### config.mk
export PLATFORM = sky130hd
export DESIGN_NAME = adder_seq_ctrl
export DESIGN_NICKNAME = d
export VERILOG_FILES = /design/src/rtl/adder_seq_ctrl.sv
export SDC_FILE = /design/constraint.sdc
export NUM_CORES = 1
export LEC_CHECK = 0
export ABC_AREA = 1
export CELL_PAD_IN_SITES_DETAIL_PLACEMENT = 1
export CELL_PAD_IN_SITES_GLOBAL_PLACEMENT = 1
export CORE_ASPECT_RATIO = 1.75
export CORE_MARGIN = 3
export CORE_UTILIZATION = 36
export CTS_CLUSTER_DIAMETER = 200
export CTS_CLUSTER_SIZE = 28
export DETAILED_ROUTE_END_ITERATION = 7
export PLACE_DENSITY = 0.89
export SLEW_MARGIN = 20
export SYNTH_ARGS = -nofsm -noshare
export SYNTH_HDL_FRONTEND = slang
export SYNTH_SLANG_ARGS = --single-unit
### constraint.sdc
create_clock -name clk -period 3.4 [get_ports clk]
set_clock_uncertainty 0.2 [all_clocks]
set_input_delay 0.51 -clock clk [delete_from_list [all_inputs] [get_ports clk]]
set_output_delay 0.51 -clock clk [all_outputs]
set_load 0.05 [all_outputs]
### src/rtl/adder_seq_ctrl.sv
// Byte-serial adder: one 8-bit add stage reused LSB byte first, with valid/ready handshakes.
// Optional signed-overflow output is enabled by defining ADDER_SEQ_OVF_EN.
module adder_seq_ctrl #(
  parameter int NBYTES = 4
) (
  input  logic                  clk,
  input  logic                  rst,
  input  logic                  in_valid,
  output logic                  in_ready,
  input  logic [8*NBYTES-1:0]   a,
  input  logic [8*NBYTES-1:0]   b,
  input  logic                  cin,
  output logic                  out_valid,
  input  logic                  out_ready,
  output logic [8*NBYTES-1:0]   sum,
  output logic                  cout,
  output logic                  busy
`ifdef ADDER_SEQ_OVF_EN
  ,
  output logic                  ovf
`endif
);

  localparam int IDXW = (NBYTES > 1) ? $clog2(NBYTES) : 1;

  typedef enum logic [1:0] {S_IDLE, S_RUN, S_DONE} state_t;

  typedef struct packed {
    logic [NBYTES-1:0][7:0] a;
    logic [NBYTES-1:0][7:0] b;
  } req_t;

  state_t                 state_q, state_d;
  req_t                   req_q, req_d;
  logic [IDXW-1:0]        idx_q, idx_d;
  logic                   carry_q, carry_d;
  logic [NBYTES-1:0][7:0] sum_q, sum_d;
  logic                   cout_q, cout_d;
`ifdef ADDER_SEQ_OVF_EN
  logic                   ovf_q, ovf_d;
`endif

  logic       accept;
  logic       last;
  logic [7:0] a_byte, b_byte, s_add;
  logic       c_add;

  assign accept = in_valid && in_ready;
  assign last   = (idx_q == IDXW'(NBYTES - 1));

  // The single shared byte adder; operands come only from the latched request.
  always_comb begin
    a_byte         = req_q.a[idx_q];
    b_byte         = req_q.b[idx_q];
    {c_add, s_add} = {1'b0, a_byte} + {1'b0, b_byte} + {8'b0, carry_q};
  end

  // FSM: state register
  always_ff @(posedge clk) begin
    if (rst) state_q <= S_IDLE;
    else     state_q <= state_d;
  end

  // FSM: next state
  always_comb begin
    state_d = state_q;
    case (state_q)
      S_IDLE:  if (accept)    state_d = S_RUN;
      S_RUN:   if (last)      state_d = S_DONE;
      S_DONE:  if (out_ready) state_d = S_IDLE;
      default:                state_d = S_IDLE;
    endcase
  end

  // FSM: outputs
  always_comb begin
    in_ready  = (state_q == S_IDLE) && !rst;
    out_valid = (state_q == S_DONE);
    busy      = (state_q != S_IDLE);
  end

  // Datapath next-state
  always_comb begin
    req_d   = req_q;
    idx_d   = idx_q;
    carry_d = carry_q;
    sum_d   = sum_q;
    cout_d  = cout_q;
`ifdef ADDER_SEQ_OVF_EN
    ovf_d   = ovf_q;
`endif
    if (accept) begin
      req_d.a = a;
      req_d.b = b;
      carry_d = cin;
      idx_d   = '0;
    end
    if (state_q == S_RUN) begin
      sum_d[idx_q] = s_add;
      carry_d      = c_add;
      if (last) begin
        idx_d  = '0;
        cout_d = c_add;
`ifdef ADDER_SEQ_OVF_EN
        // Carry into the sign bit is recovered from the sign-bit sum.
        ovf_d  = (a_byte[7] ^ b_byte[7] ^ s_add[7]) ^ c_add;
`endif
      end else begin
        idx_d = idx_q + IDXW'(1);
      end
    end
  end

  always_ff @(posedge clk) begin
    if (rst) begin
      req_q   <= '0;
      idx_q   <= '0;
      carry_q <= 1'b0;
      sum_q   <= '0;
      cout_q  <= 1'b0;
`ifdef ADDER_SEQ_OVF_EN
      ovf_q   <= 1'b0;
`endif
    end else begin
      req_q   <= req_d;
      idx_q   <= idx_d;
      carry_q <= carry_d;
      sum_q   <= sum_d;
      cout_q  <= cout_d;
`ifdef ADDER_SEQ_OVF_EN
      ovf_q   <= ovf_d;
`endif
    end
  end

  assign sum  = sum_q;
  assign cout = cout_q;
`ifdef ADDER_SEQ_OVF_EN
  assign ovf  = ovf_q;
`endif

endmodule
==> results of run 1 <==
state kept, by name, indices dropped and copies added (netlist names):
name	cells
sum	32
carry_q	1
req_q	64
idx_q	2
cout	1
state_q	2
report_power, final:
part           switching [mW]  leakage (nW)  internal (mW)  total (mW)
sequential             0.0561         0.836           1.29        1.34
combinational           0.518          1.79          0.290       0.808
clock                   0.464         0.166          0.723        1.19
per-stage QoR:
step                instance area, µm²  total power [mW]
finish                            6050              3.34
global route                      6050              3.49
CTS                               6050              3.36
detailed placement                5700              2.17
global placement                  5700              2.13
floorplan                         4610              1.88
layout make-up:
type	instances	area [µm²]	share of cell area (%)
repair buffers	111	1090	18.1
inverters	47	186	3.08
clock buffers	9	225	3.73
well taps	168	210	3.48
clock inverters	7	120	1.99
multi-input cells	440	2170	35.9
flip-flops and latches	102	2040	33.8
worst max-delay path, cell delays in order, from the launching register on:
cell and delay (ns):
dfxtp_1 0.33, inv_1 0.26, o21ai_0 0.32, o22ai_1 0.15, fa_1 0.45, fa_1 0.42, nand2_1 0.09, nand2_1 0.11
nand3_1 0.12, nand2_1 0.06, nand2_1 0.13, nand3_1 0.08, nand2_1 0.09, inv_1 0.04
per-layer routing:
layer | track usage, % | routed length, µm
met2 | 37.5 | 7660
met1 | 19.4 | 5180
met4 | 10.5 | 574
met3 | 3.38 | 401
met5 | 0 | 0
placed cells by master (no fill, tap or decap), types with 8 or more instances in the layout:
master           count
o22ai_1             16
nand3_1             92
o21ai_1              8
nand2_1            179
dfxtp_1            102
clkbuf_16            9
clkdlybuf4s50_1    104
ha_1                11
a21oi_1             14
nor2_1              50
o21a_1              13
o21ai_0             34
inv_1               37
logic make-up (layout without fill, tap and decap cells):
| family | Yosys count | after routing | synth area share [%] |
|---|---|---|---|
| AND/OR/NAND/NOR | 332 | 332 | 31.0 |
| buffers and inverters | 84 | 174 | 8.71 |
| adder cells (fa/ha/maj) | 13 | 13 | 3.85 |
| XOR/XNOR | 1 | 1 | 0.190 |
| flip-flops | 102 | 102 | 44.3 |
| AO/OA/AOI/OAI | 94 | 94 | 11.9 |
worst min-delay path by stage:
stage,from,endpoint,slack (ns),cells after the start
after CTS,sum[24],sum[24],0.27,2
final,sum[24],sum[24],0.27,2
after global placement,req_q[51],req_q[51],0.25,2
after detailed placement,sum[24],sum[24],0.26,2
after global routing,req_q[22],req_q[22],0.29,2
after floorplan,req_q[10],req_q[10],0.24,2
==> impl_metrics.py, run 1 <==
metrics = {
    "clock_tree": {
        "post_cts_resized": 0,
        "cts_sinks": 102,
        "cts_buffers": 9,
        "cts_max_level": 3,
        "clk_latency_ns": 0.35,
        "cts.clk_slew.worst_paths_ns": 0.07,
        "cts_setup_buffers": 0,
        "clockRootBuffer": "clkbuf_16",
        "cts_tree": "yes",
        "hold_buffers": 0,
        "clk_path_buf_depth": 2,
    },
    "grt": {
        "grt_pass1_wl_um": 22200,
        "grt_overflow_total": 0,
        "grt_max_degree": 69,
        "grt_usage_pct": 19.5,
        "grt_pass1_vias": 4747,
        "grt_antenna_before_repair": 0,
    },
    "sta": {
        "rsz0062_at_grt": "no",
        "slew_viol_final": 0,
        "max_freq_ghz": 0.340,
        "tightest_slew_ns": 0.656,
        "relSlewSlack_pct": 56.3,
        "setup_viol": 0,
        "hold_ws_ns": 0.266,
        "fin_setup_tns_ns": 0,
        "hold_viol": 0,
        "setup_ws_ns": 0.460,
        "fin_crit_ns": 2.94,
        "fin_crit_sh_pct": 86.5,
    },
    "detailed_routing": {
        "vias": 4496,
        "postRouteAntennaNets": 0,
        "viasPerCell": 5.09,
        "drt_iter0_markers": 120,
        "drc_errors": 0,
        "drt_wl_total_um": 13800,
        "first_pass_iters": 4,
        "wl_per_cell_um": 15.6,
    },
    "worst_hold_path": {
        "hp-class": "flip-flop to flip-flop",
    },
    "cells_and_area": {
        "fin_util_pct": 48.4,
        "antenna_cells": 0,
        "synthToLayoutAreaGrowth_pct": 31.1,
        "instances_no_fill": 884,
        "finalNetCount": 793,
        "drive_gt1_share_pct": 5.87,
        "num-fill-cells": 1538,
    },
    "worst_setup_path": {
        "crit_fanout": 20,
        "arrival_ns": 2.99,
        "worst-setup-path-type": "flip-flop to flip-flop",
        "cp-end-kind": "flip-flop",
        "cp-endpoint": "sum[22]",
        "worstSetupStartpointType": "flip-flop",
        "rrSetupSlack_ns": 0.46,
        "timing.rr.start": "idx_q[0]",
        "setup.worst_path.start": "idx_q[0]",
        "r2r_end": "sum[22]",
        "r2r_cells": 13,
        "crit_required_ns": 3.45,
    },
    "synthesis": {
        "yosysMostFrequentCell": "nand2_1",
        "yosys.area.top_type": "dfxtp_1",
        "async_flop_share_pct": 0,
        "synth_edf_count": 0,
        "yosysWarningCount": 0,
        "synthFlopType": "dfxtp_1",
        "yosys-top-cells-count": "nand2_1, dfxtp_1, nand3_1",
        "syn_inst": 626,
        "synth_top_area_share_pct": 44.3,
        "syn_area_mm2": 0.00461,
        "synth-seq-cells": 102,
        "synth.distinct_cells": 30,
        "syn_avg_cell_area_um2": 7.37,
        "synthesis.nets": 708,
        "ys_seq_area_share_pct": 44.3,
        "yosys-top-cells-area": "dfxtp_1, nand2_1, nand3_1",
    },
    "placement": {
        "dp_hpwl_um": 10200,
        "gp_congestion": 0.815,
        "portBuffers": 104,
        "place_ws_ns": 0.521,
        "dp_cells": 868,
    },
    "floorplan": {
        "start_util_pct": 36.9,
        "die_h_um": 156,
        "die_w_um": 91.6,
        "core_area_mm2": 0.0125,
        "pin_count": 105,
        "fp-row-count": 54,
        "die_area_mm2": 0.0143,
    },
    "power_and_ir_drop": {
        "leakage_nw": 2.79,
        "power_density_mw_per_mm2": 552,
        "vdd_drop_max_mv": 0.243,
    },
    "outcome": {
        "status": "completed",
    },
    "flow_run": {
        "cap_violations": 0,
    },
}
Power figures use the tool's default switching activity.
==> run 2: changes to the inputs <==
- ABC_CLOCK_PERIOD_IN_PS: default -> 3400
==> results of run 2 <==
Same layout as run 1: the final DEF is identical, and so are final timing and power.
